[src/rtl/btn_msg_sequencer.sv]
// btn_msg_sequencer: turns debounced button press edges into queued ASCII
// messages "Button <n> Pressed!\r\n" streamed over a valid/ready byte interface.
module btn_msg_sequencer #(
    parameter int unsigned                BUTTON_WIDTH           = 2,
    parameter logic [BUTTON_WIDTH-1:0]    BUTTON_POLARITY_VECTOR = {BUTTON_WIDTH{1'b1}}
) (
    input  logic                    clk,
    input  logic                    rst,
    input  logic [BUTTON_WIDTH-1:0] btn,
    output logic [7:0]              m_data,
    output logic                    m_valid,
    input  logic                    m_ready,
    output logic                    busy
);

    localparam int unsigned SEL_W    = (BUTTON_WIDTH > 1) ? $clog2(BUTTON_WIDTH) : 1;
    localparam int unsigned IDX_W    = 5;
    localparam logic [IDX_W-1:0] LAST_IDX = IDX_W'(18);

    typedef enum logic {
        S_IDLE = 1'b0,
        S_SEND = 1'b1
    } state_t;

    state_t                  r_state;
    logic [SEL_W-1:0]        r_sel;
    logic [IDX_W-1:0]        r_char_idx;
    logic [BUTTON_WIDTH-1:0] r_pending;
    logic [BUTTON_WIDTH-1:0] r_prev;
    logic                    r_valid;

    logic [BUTTON_WIDTH-1:0] w_pressed;
    logic [BUTTON_WIDTH-1:0] w_edge;
    logic [BUTTON_WIDTH-1:0] w_lowest;
    logic [BUTTON_WIDTH-1:0] w_clr;
    logic [SEL_W-1:0]        w_first;
    logic [7:0]              w_data;

    // Normalize polarity, detect press edges, isolate the lowest pending bit
    assign w_pressed = ~(btn ^ BUTTON_POLARITY_VECTOR);
    assign w_edge    = w_pressed & ~r_prev;
    assign w_lowest  = r_pending & (~r_pending + BUTTON_WIDTH'(1));
    assign w_clr     = (r_state == S_IDLE) ? w_lowest : '0;

    // Index of the lowest set pending bit (lowest index has priority)
    always_comb begin
        w_first = '0;
        for (int i = int'(BUTTON_WIDTH) - 1; i >= 0; i--) begin
            if (r_pending[i]) begin
                w_first = SEL_W'(i);
            end
        end
    end

    // Edge history, pending queue and message FSM; a new press beats a same-cycle clear
    always_ff @(posedge clk or posedge rst) begin
        if (rst) begin
            r_state    <= S_IDLE;
            r_sel      <= '0;
            r_char_idx <= '0;
            r_pending  <= '0;
            r_prev     <= '1;
            r_valid    <= 1'b0;
        end else begin
            r_prev    <= w_pressed;
            r_pending <= (r_pending & ~w_clr) | w_edge;
            case (r_state)
                S_IDLE: begin
                    if (|r_pending) begin
                        r_sel      <= w_first;
                        r_char_idx <= '0;
                        r_state    <= S_SEND;
                        r_valid    <= 1'b1;
                    end
                end
                S_SEND: begin
                    if (m_ready) begin
                        if (r_char_idx == LAST_IDX) begin
                            r_state <= S_IDLE;
                            r_valid <= 1'b0;
                        end else begin
                            r_char_idx <= r_char_idx + IDX_W'(1);
                        end
                    end
                end
                default: begin
                    r_state <= S_IDLE;
                    r_valid <= 1'b0;
                end
            endcase
        end
    end

    // Byte decode from registered sel/char_idx only, so it holds steady under backpressure
    always_comb begin
        w_data = 8'h00;
        if (r_state == S_SEND) begin
            case (r_char_idx)
                5'd0:    w_data = 8'h42; // B
                5'd1:    w_data = 8'h75; // u
                5'd2:    w_data = 8'h74; // t
                5'd3:    w_data = 8'h74; // t
                5'd4:    w_data = 8'h6F; // o
                5'd5:    w_data = 8'h6E; // n
                5'd6:    w_data = 8'h20; // space
                5'd7:    w_data = 8'h30 + 8'(r_sel);
                5'd8:    w_data = 8'h20; // space
                5'd9:    w_data = 8'h50; // P
                5'd10:   w_data = 8'h72; // r
                5'd11:   w_data = 8'h65; // e
                5'd12:   w_data = 8'h73; // s
                5'd13:   w_data = 8'h73; // s
                5'd14:   w_data = 8'h65; // e
                5'd15:   w_data = 8'h64; // d
                5'd16:   w_data = 8'h21; // !
                5'd17:   w_data = 8'h0D; // CR
                5'd18:   w_data = 8'h0A; // LF
                default: w_data = 8'h00;
            endcase
        end
    end

    assign m_data  = w_data;
    assign m_valid = r_valid;
    assign busy    = (r_state != S_IDLE) | (|r_pending);

endmodule
[config.mk]
export PLATFORM = sky130hd
export DESIGN_NAME = btn_msg_sequencer
export DESIGN_NICKNAME = d
export VERILOG_FILES = /design/src/rtl/btn_msg_sequencer.sv
export SDC_FILE = /design/constraint.sdc
export NUM_CORES = 1
export LEC_CHECK = 0
export BUFFER_PORTS_ARGS = -buffer_cell sky130_fd_sc_hd__buf_2
export CAP_MARGIN = 25
export CORE_MARGIN = 3
export CORE_UTILIZATION = 33
export CTS_CLUSTER_SIZE = 14
export DETAILED_ROUTE_END_ITERATION = 10
export SETUP_SLACK_MARGIN = 0.05
export SYNTH_ARGS = -nofsm -noshare
export SYNTH_HDL_FRONTEND = slang
export SYNTH_SLANG_ARGS = --single-unit
export TNS_END_PERCENT = 5
[constraint.sdc]
create_clock -name clk -period 2.1 [get_ports clk]
set_clock_uncertainty 0.15 [all_clocks]
set_input_delay 0.21 -clock clk [delete_from_list [all_inputs] [get_ports clk]]
set_output_delay 0.21 -clock clk [all_outputs]
set_load 0.05 [all_outputs]
Word level (Yosys, flattened, before mapping) --
Cells that the tools add are included.
Storage, ports and cells: bits in latches 0, memory bits (writable) 0, register bits 12, word-level logic and storage cells 68, memories 0, bits in read-only memories 0, bits of input ports 5
Cells by class: reductions and logical operators 9, div/mod/pow operators 0, order comparisons 0, $add $sub $neg 3, bitwise gates (word level) 11, equality and inequality tests 22, multiplexer cells 17, multipliers 0, shift-type cells 0
Operators by type and width (count):
- 7-bit case mux with 15 select lines | 1
- 5-bit by 4-bit equality test with 1-bit output (second input constant) | 8
- 5-bit by 3-bit equality test with 1-bit output (second input constant) | 4
- 5-bit equality test (second input constant) | 3
- 5-bit 2-to-1 mux | 3
- 5-bit by 2-bit equality test with 1-bit output (second input constant) | 2
- 2-bit inverter | 5
- 5-bit case mux with 2 select lines | 1
- 2-bit OR reduction | 5
- 1-bit 2-to-1 mux | 8
- 6-bit by 1-bit adder with 7-bit output (first input constant) | 1
- 7-bit 2-to-1 mux | 1
- 2-bit bitwise AND | 3
- 3-bit AND reduction | 2
- 5-bit by 1-bit adder with 5-bit output (second input constant) | 1
- 5-bit by 1-bit equality test with 1-bit output (second input constant) | 1
- 5-bit logical NOT | 1
- 2-bit by 1-bit inequality test with 1-bit output (second input constant) | 2
- 2-bit inequality test (second input constant) | 2
- 1-bit case mux with 2 select lines | 2
- 2-bit by 1-bit adder with 2-bit output (second input constant) | 1
- 2-bit 2-to-1 mux | 1
- 2-bit bitwise OR | 1
- 2-bit AND reduction | 1
- 2 further kinds | 2

Logic depth before layout (Yosys ltp) --
word-level depth 7, depth in mapped cells 7

Least setup slack after synthesis --
OpenSTA, ideal clock, no wires.
path kind reg-to-output, start reg r_char_idx[0], end out m_data[4], setup slack -833 ps, arrival time 2573 ps, stages on the path, launching flop included 6, required time 1740 ps, path through dfrtp_1 inv_1 ha_1 nor2b_2 a2111oi_0 nor4_1
On the way: longest elaborated chain between the ends 4, elaborated cells between the ends (all ways) 25, classes of those cells eq/ne (18); mux (2); reduce/logical (5)
RTL lines:
- start, declared | line 27 | logic [IDX_W-1:0] r_char_idx;
- start signal, assigned | line 82 | r_char_idx <= r_char_idx + IDX_W'(1);
- 5-bit by 4-bit equality test with 1-bit output (tied with other cells) | line 98 | case (r_char_idx)
- 2-bit OR reduction (no source line)
- 7-bit case mux with 15 select lines (*) | line 98
- 7-bit 2-to-1 mux (*) | line 97 | if (r_state == S_SEND) begin
- end, declared | line 10 | output logic [7:0] m_data,
Mark *: on every way between the ends. The rest lies on a longest branch, timed or not.

Final worst setup path --
start reg r_char_idx[1], end out m_data[6]
Same word-level chain as after synthesis.

==> impl_results.md <==
* Hold path startpoint: m_ready
* Dominant synthesized flop cell: dfrtp_1
* CP Cell Sequence: buf_6, ha_4, and3_1, ha_2, o41a_1, buf_6
* Routed wire length at 2222 um
* HPWL after detailed placement at 1685 um
* Final worst-path cycle share at 1.090
* CP Data Required Time at between 1.5 and 2 ns
* Vias at 888
* Worst Path Arrival at 1.93 ns
* P&R area growth vs syn at 46.10%
* Synth Area in Adders at 0.06720
* Max Cap Viol at 0
* Max Clock Freq at 437.0 MHz
* Pin count of the biggest net entering global routing at 15
* Die area at 3494 um2
* Ys Warns at 0
* Initial Utilization at 0.3626
* Hold EP: r_char_idx[3]$_DFFE_PP0P_
* Grt ovf at 0
* Tot GR Track Use at 0.1442
* Mapped Area at 930.9 um2
* Vias in the first global route at 901
* Worst r2r path cells at 7
* Share of cells above drive strength 1 at 0.4610
* Syn_nets at between 100 and 150
* Post-synth EDFFs at 0
* CP bufs+invs at 2
* GPL Wtd Cong at ~0.91
* Root Driver: clkbuf_4
* Post-synthesis xor/xnor area fraction at 0
* Combinational family with the most area after synthesis: compound AO/OA/AOI/OAI gates
* CP Launch Type: register
* Outcome: finished with violations
* Crit Reg-Reg Startpoint: r_char_idx[0]$_DFFE_PP0P_
* Slew headroom at 0.5923
* Area after DPL at 1135 um2
* Clock latency on the worst-skew pair at 0.27 ns
* CTS buffer count at 3
* Slowest CP cell: dfrtp_1
* Biggest area consumer among synthesized cells: dfrtp_1
* Die height at ~59 um
* Final nets at 152
* Via density at 5.193
* Antenna cells at 0
* Post-route minimum period at 2.288 ns
* Clock Tree Buf Depth at 2
* Worst slew pin tran at 0.6051 ns
* H-Tree Depth at 1
* Hold path cells at 4
* Hold WS at 0.2807 ns
* Register bit count reported by yosys at 12
* Final hold viol count at 0
* Final setup viols at 5
* Finished layout cell area at around 1400 um2
* DRC errors left at 0
* First-pass GRT wire length at 3884 um
* Failing checks: setup timing
* Initial drt markers at 14
* # port buffers at 13
* Mux contribution to synthesized area at 0.02151
* Top cells by area, synth: dfrtp_1 (27%), o21ai_0 (7.0%), ha_1 (6.7%)
* Largest stage delay, worst path at 0.43 ns
* FF-to-FF End: m_valid$_DFFE_PP0P_
* Gate Count Post-Synth at 108
* Finished Core Util at 0.5297
* Post-synthesis simple-gate area fraction at 0.2124
* Cell family with most CP delay: flip-flops
* CTS tree: yes
* Number of core rows at 18
* Clk pin slew, worst setup/hold paths at 0.07 ns
* Setup ws final at -0.1884 ns
* Synth Area in Compound Gates at 0.2917
* Critical path class: reg -> out
* Pre-antenna DRT Iters at 4
* Share of the synthesized area in the top cell type at 0.2688
* Chip Width at 59.11 um
* Worst-path fanout max at 4
* HP Class: in -> reg
* Clock sinks at 12
* Yosys cell types at 40
* Post-DR wirelength/cell at 12.99 um
* ANT nets after route at 0
* Unrepaired setup endpoints after global routing: true
* Post-synth ARST share at 1.000
* Max Slew Vio Count at 0
* Most common cell on crit path: buf_6
* Initial antenna violation count at 0
* Worst reg-to-reg setup slack at 0.27 ns
* Sequential area share after synthesis at 0.3253
* I/O pins at 15
* CORE AREA at 2567 um2
* Syn avg cell area at 8.619 um2
* Crit. End Element: output port
* Setup TNS at -0.6363 ns
[kinds of logic (layout without fill, tap and decap cells)]
kind of cell	after synthesis	in the layout
flip-flops	12	12
AND/OR/NAND/NOR	37	37
buffers and inverters	16	49
adder cells (fa/ha/maj)	5	5
multiplexers	2	2
AO/OA/AOI/OAI	35	35
other	1	1
[per-stage QoR]
step	setup WS (ns)	std cells
after floorplan	-0.07186	108
after CTS	-0.1777	170
after global routing	-0.2602	171
after detailed placement	0.01273	160
final	-0.1884	171
after global placement	0.05723	160
[layer usage]
| layer | vias up | GRT usage | part of all wire |
|---|---|---|---|
| met5 | - | 0 | 0 |
| met4 | 0 | 0.05825 | 0.022 |
| met3 | 6 | 0.01307 | 0.032 |
| met2 | 19 | 0.2587 | 0.49 |
| met1 | 423 | 0.1754 | 0.46 |
| li1 | 440 | - | - |
[worst max path at each step]
stage               slack (ns)        end  cells past startpoint                 startpoint
floorplan                -0.07  m_data[2]                      7  r_char_idx[1]$_DFFE_PP0P_
global placement          0.06  m_data[5]                      7  r_char_idx[1]$_DFFE_PP0P_
detailed placement        0.01  m_data[4]                      7  r_char_idx[0]$_DFFE_PP0P_
CTS                      -0.18  m_data[6]                      7  r_char_idx[1]$_DFFE_PP0P_
global route             -0.26  m_data[5]                      8  r_char_idx[1]$_DFFE_PP0P_
finish                   -0.19  m_data[6]                      6  r_char_idx[1]$_DFFE_PP0P_
[cell type report]
class	instances	area (um2)
fillers	245	1207
inverters	10	37.54
well taps	30	37.54
multi-input cells	80	649.4
flip-flops and latches	12	306.5
repair buffers	35	292.8
clock buffers	4	36.28
[worst register-to-register path: stages (launching register included)]
cell	delay, ns
dfrtp_2	0.46
inv_2	0.11
ha_4	0.16
nor2b_4	0.19
buf_4	0.15
and3_1	0.18
nor2b_1	0.23
a21oi_1	0.07
[synthesized netlist by cell type, types with 2 or more instances]
library cell	count
dfrtp_1	10
nand2_1	10
ha_1	5
dfstp_2	2
inv_1	10
a21o_1	2
mux2i_1	2
a21oi_1	7
buf_4	2
or3_1	2
o21ai_0	13
nor2_1	7
nand3_1	3
buf_2	3
and3_1	2
nor2b_1	3
nand3b_1	2
[repair_timing]
item                                   4_1_cts  5_1_grt
setup endpoints to repair                    7        7
setup buffers                                3        1
resized for setup                           25       14
gates cloned                                 0        0
hold buffers                                 3        0
pin swaps                                    1        3
endpoints found under the hold margin       12        0
[state kept, by name, summed over array words and instances, names as in the netlist]
signal / count
m_valid: 1
r_char_idx: 5
r_pending: 2
r_prev: 2
r_sel: 1
r_state: 1
[cells in the final DEF, fill, tap and decap left out, drive strengths merged, types with 2 or more instances in the layout]
master	synthesis	final
a21oi	8	8
dfstp	2	2
and3	2	2
ha	5	5
nand3	3	3
clkbuf	1	4
o21ai	14	14
nand3b	2	2
nor2b	4	4
a21o	2	2
nor2	8	8
dlygate4sd3	0	3
inv	10	10
dfrtp	10	10
nand2	10	10
a2111oi	2	2
mux2i	2	2
nor3b	2	2
buf	5	32
or3	2	2
Power is not shown: default switching activity piles up to over one toggle a cycle in this logic, so the estimate is an artifact.
